$ cat src/rtl/alu_seq_pkg.sv
// Shared types and constants for the nibble-serial ALU sequencer.
package alu_seq_pkg;

    localparam int NIBBLE_W = 4;

    typedef enum logic [1:0] {
        IDLE = 2'd0,
        RUN  = 2'd1,
        DONE = 2'd2
    } state_t;

    // Common ALU slice function selects (S_ADD/S_SUB with M=0, S_XOR with M=1).
    localparam logic [3:0] S_ADD = 4'b1001;
    localparam logic [3:0] S_SUB = 4'b0110;
    localparam logic [3:0] S_XOR = 4'b0110;

endpackage

$ cat src/rtl/alu_seq_nibble_mux.sv
// Picks nibble idx_i out of the latched wide A/B operands; purely combinational.
module alu_seq_nibble_mux
    import alu_seq_pkg::*;
#(
    parameter int NIBBLES = 4,
    parameter int IDX_W   = 3
) (
    input  logic [NIBBLE_W*NIBBLES-1:0] a_i,
    input  logic [NIBBLE_W*NIBBLES-1:0] b_i,
    input  logic [IDX_W-1:0]            idx_i,
    output logic [NIBBLE_W-1:0]         a_o,
    output logic [NIBBLE_W-1:0]         b_o
);

    always_comb begin
        a_o = '0;
        b_o = '0;
        for (int i = 0; i < NIBBLES; i++) begin
            if (idx_i == IDX_W'(i)) begin
                a_o = a_i[i*NIBBLE_W +: NIBBLE_W];
                b_o = b_i[i*NIBBLE_W +: NIBBLE_W];
            end
        end
    end

endmodule

$ cat src/rtl/alu_nibble_sequencer.sv
// Runs one wide ALU operation through an external 4-bit ALU slice, one nibble per clock, LSB first.
// Optional feature: define ALU_SEQ_ABORT_EN to add an abort input that cancels a running operation.
module alu_nibble_sequencer
    import alu_seq_pkg::*;
#(
    parameter int NIBBLES = 4
) (
`ifdef ALU_SEQ_ABORT_EN
    input  logic                        abort,
`endif
    input  logic                        clk,
    input  logic                        rst,
    input  logic                        start,
    input  logic [NIBBLE_W*NIBBLES-1:0] op_a,
    input  logic [NIBBLE_W*NIBBLES-1:0] op_b,
    input  logic [3:0]                  op_s,
    input  logic                        op_m,
    input  logic                        op_cin_n,
    output logic [3:0]                  alu_a,
    output logic [3:0]                  alu_b,
    output logic [3:0]                  alu_s,
    output logic                        alu_m,
    output logic                        alu_cin_n,
    input  logic [3:0]                  alu_y,
    input  logic                        alu_co_n,
    input  logic                        alu_aeqb,
    output logic                        busy,
    output logic                        done,
    output logic [NIBBLE_W*NIBBLES-1:0] result,
    output logic                        result_co_n,
    output logic                        result_aeqb
);

    localparam int W     = NIBBLE_W * NIBBLES;
    localparam int IDX_W = $clog2(NIBBLES) + 1;

    state_t             state_q;
    logic [IDX_W-1:0]   idx_q;
    logic [W-1:0]       a_q, b_q;
    logic [3:0]         s_q;
    logic               m_q;
    logic               carry_n_q;
    logic               aeqb_acc_q;
    logic [W-1:0]       result_q, result_d;
    logic               result_co_n_q;
    logic               result_aeqb_q;
    logic               busy_q, done_q;

    logic [3:0]         nib_a, nib_b;
    logic               last_nib;
    logic               abort_w;

`ifdef ALU_SEQ_ABORT_EN
    assign abort_w = abort;
`else
    assign abort_w = 1'b0;
`endif

    alu_seq_nibble_mux #(
        .NIBBLES (NIBBLES),
        .IDX_W   (IDX_W)
    ) u_mux (
        .a_i   (a_q),
        .b_i   (b_q),
        .idx_i (idx_q),
        .a_o   (nib_a),
        .b_o   (nib_b)
    );

    assign last_nib = (idx_q == IDX_W'(NIBBLES - 1));

    // Slot the incoming slice output into the nibble currently being processed.
    always_comb begin
        result_d = result_q;
        for (int i = 0; i < NIBBLES; i++) begin
            if (idx_q == IDX_W'(i)) begin
                result_d[i*NIBBLE_W +: NIBBLE_W] = alu_y;
            end
        end
    end

    always_ff @(posedge clk) begin
        if (rst) begin
            state_q       <= IDLE;
            idx_q         <= '0;
            a_q           <= '0;
            b_q           <= '0;
            s_q           <= '0;
            m_q           <= 1'b0;
            carry_n_q     <= 1'b1;
            aeqb_acc_q    <= 1'b0;
            result_q      <= '0;
            result_co_n_q <= 1'b1;
            result_aeqb_q <= 1'b0;
            busy_q        <= 1'b0;
            done_q        <= 1'b0;
        end else begin
            done_q <= 1'b0;
            unique case (state_q)
                IDLE: begin
                    if (start) begin
                        state_q       <= RUN;
                        busy_q        <= 1'b1;
                        idx_q         <= '0;
                        a_q           <= op_a;
                        b_q           <= op_b;
                        s_q           <= op_s;
                        m_q           <= op_m;
                        carry_n_q     <= op_cin_n;
                        aeqb_acc_q    <= 1'b1;
                        result_q      <= '0;
                        result_co_n_q <= 1'b1;
                        result_aeqb_q <= 1'b0;
                    end
                end
                RUN: begin
                    if (abort_w) begin
                        // Drop the partial result so outputs return to their accept-time values.
                        state_q  <= IDLE;
                        busy_q   <= 1'b0;
                        result_q <= '0;
                    end else begin
                        result_q   <= result_d;
                        carry_n_q  <= alu_co_n;
                        aeqb_acc_q <= aeqb_acc_q & alu_aeqb;
                        idx_q      <= idx_q + IDX_W'(1);
                        if (last_nib) begin
                            state_q       <= DONE;
                            done_q        <= 1'b1;
                            result_co_n_q <= alu_co_n;
                            result_aeqb_q <= aeqb_acc_q & alu_aeqb;
                        end
                    end
                end
                DONE: begin
                    state_q <= IDLE;
                    busy_q  <= 1'b0;
                end
                default: begin
                    state_q <= IDLE;
                    busy_q  <= 1'b0;
                end
            endcase
        end
    end

    // The slice sees neutral inputs whenever no operation is in flight.
    always_comb begin
        alu_a     = '0;
        alu_b     = '0;
        alu_s     = '0;
        alu_m     = 1'b0;
        alu_cin_n = 1'b1;
        if (state_q == RUN) begin
            alu_a     = nib_a;
            alu_b     = nib_b;
            alu_s     = s_q;
            alu_m     = m_q;
            alu_cin_n = carry_n_q;
        end
    end

    assign busy        = busy_q;
    assign done        = done_q;
    assign result      = result_q;
    assign result_co_n = result_co_n_q;
    assign result_aeqb = result_aeqb_q;

endmodule

$ cat config.mk
export PLATFORM = sky130hd
export DESIGN_NAME = alu_nibble_sequencer
export DESIGN_NICKNAME = d
export VERILOG_FILES = /design/src/rtl/alu_seq_pkg.sv /design/src/rtl/alu_seq_nibble_mux.sv /design/src/rtl/alu_nibble_sequencer.sv
export SDC_FILE = /design/constraint.sdc
export NUM_CORES = 1
export LEC_CHECK = 0
export ABC_AREA = 1
export CAP_MARGIN = 5
export CORE_ASPECT_RATIO = 0.75
export CORE_UTILIZATION = 47
export CTS_CLUSTER_SIZE = 16
export DETAILED_ROUTE_END_ITERATION = 8
export GPL_TIMING_DRIVEN = 0
export HOLD_SLACK_MARGIN = 0.12
export PLACE_DENSITY = 0.8
export RECOVER_POWER = 100
export SYNTH_ARGS = -nofsm -noshare
export SYNTH_HDL_FRONTEND = slang
export SYNTH_SLANG_ARGS = --single-unit
$ cat constraint.sdc
create_clock -name clk -period 2 [get_ports clk]
set_input_delay 0.4 -clock clk [delete_from_list [all_inputs] [get_ports clk]]
set_output_delay 0.4 -clock clk [all_outputs]
set_load 0.01 [all_outputs]
; ---- Word level (Yosys, flattened, before mapping)
; Cells that the tools add are included.
[totals]
regBits = 64
input_bits = 47
out_inout_bits = 34
word_cells = 75
[op_classes]
n_addsub = 1
eq_ne = 9
muxes = 35
bitwise = 2
n_reduce_logical = 12
[op_table]
columns = op, count
row1 = 4-bit two-way mux, 15
row2 = 16-bit one-hot mux with 2 select lines, 1
row3 = 16-bit two-way mux, 1
row4 = 3-bit AND reduction, 4
row5 = "2-bit != test, second input constant", 5
row6 = 1-bit one-hot mux with 2 select lines, 5
row7 = 1-bit two-way mux, 8
row8 = 2-bit AND reduction, 4
row9 = "3-bit by 2-bit equality test with 1-bit output, second input constant", 2
row10 = 3-bit one-hot mux with 2 select lines, 1
row11 = 2-bit two-way mux, 2
row12 = 2-bit one-hot mux with 2 select lines, 1
row13 = "3-bit by 1-bit adder with 3-bit output, second input constant", 1
row14 = "3-bit by 1-bit equality test with 1-bit output, second input constant", 1
row15 = 3-bit zero test, 1
row16 = 3-bit two-way mux, 1
row17 = "2-bit by 1-bit equality test with 1-bit output, second input constant", 1
row18 = 2-bit zero test, 1
row19 = 2-bit nonzero test, 1
row20 = 2-bit OR reduction, 1
row21 = 1-bit bitwise AND, 1
row22 = 1-bit inverter, 1

; ---- Logic depth before layout (Yosys ltp)
[logic_depth]
ltp_word = 6
mapped_depth = 8
mapped_depth_nobuf = 8

; ---- Cells and area by module
; From an unflattened synthesis, not the netlist that was laid out.
[hier_totals]
hier_cells = 417
hier_area_um2 = 2959.1
[by_module_without_submodules]
columns = module, instances, cells_each, area_per_inst_um2, seq_area_each_um2
row1 = alu_nibble_sequencer, 1, 367, 2631.3, 1281.2
row2 = alu_seq_nibble_mux, 1, 50, 327.8, 0.0

; ---- Worst setup path before layout
; Ideal clock, no wire load.
[synth_path]
path_kind = register -> output
startpoint = reg idx_q[0]
endpoint = out alu_a[1]
t_arrival_ns = 1.246
required_ns = 1.600
slack_ns = 0.354
stages_incl_launch_ff = 9
n_path_buf = 1
cell_sequence = dfxtp_1 inv_1 ha_1 nand2_2 buf_2 nor2_1 nor2_1 nand2_1 nand2_1
[synth_between]
elab_chain_cells = 6
elab_cells_between_ends = 9
classes_between = 3 x eq/ne / 5 x mux / 1 x reduce/logical
[synth_rtl]
columns = item, line_no
row1 = "start, declared", alu_nibble_sequencer.sv:38  ; logic [IDX_W-1:0] idx_q;
row2 = "start signal, assigned", alu_nibble_sequencer.sv:126  ; idx_q <= idx_q + IDX_W'(1);
row3 = 3-bit zero test, alu_seq_nibble_mux.sv:19  ; if (idx_i == IDX_W'(i)) begin
row4 = 4-bit two-way mux (3 in series), alu_seq_nibble_mux.sv:19
row5 = 4-bit two-way mux *, alu_seq_nibble_mux.sv:19
row6 = 4-bit two-way mux *, alu_nibble_sequencer.sv:154  ; if (state_q == RUN) begin
row7 = "end, declared", alu_nibble_sequencer.sv:19  ; output logic [3:0] alu_a,
; Mark *: on every way between the ends. The rest lies on a longest branch, timed or not.

; ---- Worst setup path in the final report
[layout_path]
startpoint = reg idx_q[0]
endpoint = out alu_a[1]
[layout_between]
elab_cells_between_ends = 9
classes_between = 3 x eq/ne / 5 x mux / 1 x reduce/logical
[layout_lines]
columns = item, line_no
row1 = 3-bit by 2-bit equality test with 1-bit output, -
row2 = via last_nib, alu_nibble_sequencer.sv:50  ; logic last_nib;
row3 = 4-bit two-way mux, alu_seq_nibble_mux.sv:19
row4 = 4-bit two-way mux, alu_nibble_sequencer.sv:154
; The timed path passes the listed nets, and every way through them passes these cells.

==> flow_summary.toml <==
[outcome]
status = "complete, but fails checks"
failed_checks = "setup timing"

[timing]
slew_violations = 0
setup_violations = 9
fin_ws_ps = -161
maxSlewHeadroom = 0.643
hold_violations = 0
hold_slack_ps = 360
period_share = 1.08
worst_pin_slew_ps = 536
fin_skew_ps = 9.77
setup_tns_ps = -1170
finalCriticalPeriod_ps = 2160
fmax_mhz = 463
rsz0062_at_grt = "true"

[placed_design]
dp.cells = 537
gp_congestion = 0.839
dp_hpwl_um = 5230
port_buffers = 79
placed_area_um2 = 3620

[global_route]
grt_overflow = 0
grt_pass1_wl_um = 12000
grt_pass1_vias = 2519
grt_max_degree = 11
antenna_found_initial = 0
grtUsageTotal = 0.255

[floorplanning]
die_w_um = 90.1
core_um2 = 5470
placementRows = 23
die_y_um = 68.1
initial_core_util = 0.500
dieArea_um2 = 6130
boundaryPins = 81

[synth]
yosysTopAreaCellShare = 0.468
syn_area_per_cell_um2 = 7.14
yosysSeqAreaShare = 0.468
ys_warn_count = 0
syn_area_um2 = 2740
syn_nets = 435
ys_ff_latch = 64
ys_types = 23
synthCells = 383
yosys.area.top_type = "dfxtp_1"
yosys-top-cells-area = "dfxtp_1, nor2_1, nand2_1"

[critical_path]
critical-path-max-stage-delay_ps = 370
critPathLaunchType = "flop"
crit_fanout = 5
cp_slowest_cell = "dfxtp_4"
worstPathArrival_ps = 1760
cp.required_ps = 1600
path_cells = "ha_4 > ha_4 > nor2_4 > clkinvlp_4 > buf_4 > nor2_1 > nand2_1 > nand2_1 > buf_2"
cp-end-kind = "primary output"
crit_type = "flop to primary output"

[route]
ant_nets = 0
routed_via_density = 5.04
vias = 2850
drt_iter0_drc = 253
routed_wl_um = 7600
wire_per_inst_um = 13.5
firstDrtPassIters = 5
drc = 0

[flow_run]
maxCapViolCount = 0

[hold_path]
hold_path_class = "input pin to flop"

[clocking]
cts_tree = "yes"
clock_path_buffers = 2
root_buffer = "clkbuf_8"
htreeDepth = 3
cts_buffers = 9
clkLatencyLatePin_ps = 350
clkTransAtPathRegs_ps = 60
clock-sinks = 64

[layout]
instances_no_fill = 565
drive_gt1_frac = 0.159
layout.nets = 537
fillers = 434
diodes = 0
design_area_um2 = 3940
syn_to_final_growth_pct = 43.9

[power]
leakage_nw = 1.76
peakVddDrop_mv = 0.466
power.density_nw_per_um2 = 791
routing by layer:
metal / track usage / part of all wire / up-vias
met5: 0 / 0 / -
met4: 0.0726 / 0.0087 / 0
met3: 0.0778 / 0.075 / 6
met2: 0.405 / 0.44 / 112
met1: 0.338 / 0.47 / 1313
li1: - / - / 1419
area by class of cell:
cell class / instances / area, um2 / share of cell area
Buffer: 16 / 78.8 / 0.0200
Clock buffer: 13 / 159 / 0.0404
Clock inverter: 3 / 40.0 / 0.0102
Inverter: 25 / 106 / 0.0270
Multi-Input combinational cell: 278 / 1300 / 0.331
Sequential cell: 64 / 1290 / 0.328
Tap cell: 75 / 93.8 / 0.0238
Timing Repair Buffer: 90 / 858 / 0.218
Timing Repair inverter: 1 / 7.51 / 0.00191
worst max-delay path, delay by kind of cell, from the launching register on:
family	cells	cell delay (ps)
adder cells (fa/ha/maj)	2	330
buffers and inverters	3	380
flip-flops	1	370
AND/OR/NAND/NOR	4	340
state kept, by name, indices dropped and copies added (netlist names), 2 cells and up:
signal and cells:
idx_q 3, s_q 4, state_q 2, result 16, a_q 16, b_q 16
kinds of logic (layout without fill, tap and decap cells):
group | Yosys count | after routing | share of synthesized area
and+or+nand+nor | 206 | 206 | 0.317
AOI/OAI and AO/OA | 67 | 67 | 0.123
DFF | 64 | 64 | 0.468
buffers and inverters | 41 | 148 | 0.0686
adders and majority gates | 5 | 5 | 0.0229
worst paths after layout:
kind,slack (ps),start,end,depth (start not counted)
max reg2reg,310,state_q[1],aeqb_acc_q,7
min,360,rst,result[8],2
max,-160,idx_q[0],alu_a[1],9
min reg2reg,450,s_q[0],s_q[0],2
cells in the final DEF (no fill, tap or decap), types with 3 or more instances in the layout:
cell type / count
nor2_1: 94
o21ai_1: 14
inv_2: 6
clkdlybuf4s50_1: 44
dfxtp_1: 61
nand2_2: 6
dlygate4sd2_1: 6
clkbuf_8: 11
a21oi_1: 22
or2_2: 3
o21ai_0: 30
nand3_1: 20
buf_4: 9
clkdlybuf4s15_2: 5
nand2_1: 70
dlygate4sd3_1: 21
buf_2: 9
nor2_2: 7
inv_1: 16
clkbuf_1: 9
metrics by stage:
step                      utilization  setup slack, ps  power [mW]
after floorplan                     -              354        1.74
after global placement          0.662             -304        1.97
after detailed placement        0.662             -337        1.98
after CTS                       0.721             -133        3.12
after global routing            0.720             -215        3.24
final                           0.720             -161        3.11
cells in the mapped netlist, drive strengths merged:
| cell | n |
|---|---|
| nor2 | 103 |
| ha | 5 |
| dfxtp | 64 |
| nand3 | 20 |
| or2 | 3 |
| inv | 24 |
| and2 | 1 |
| o21a | 1 |
| nor3 | 1 |
| o21ai | 44 |
| a21oi | 22 |
| clkbuf | 6 |
| clkinv | 1 |
| buf | 10 |
| nand2 | 78 |
where the power goes:
group | switching [mW] | total (mW) | internal, mW | leakage, nW
sequential | 0.0532 | 1.42 | 1.37 | 0.529
clock | 0.494 | 1.14 | 0.641 | 0.103
combinational | 0.299 | 0.556 | 0.257 | 1.12
repair_timing:
action | 4_1_cts | 5_1_grt
endpoints found under the setup margin | 14 | 9
buffers inserted | 6 | 4
pin swaps | 3 | 2
gates resized for setup | 62 | 10
hold buffers | 0 | 0
gates cloned | 2 | 0
Power figures use the tool's default switching activity.
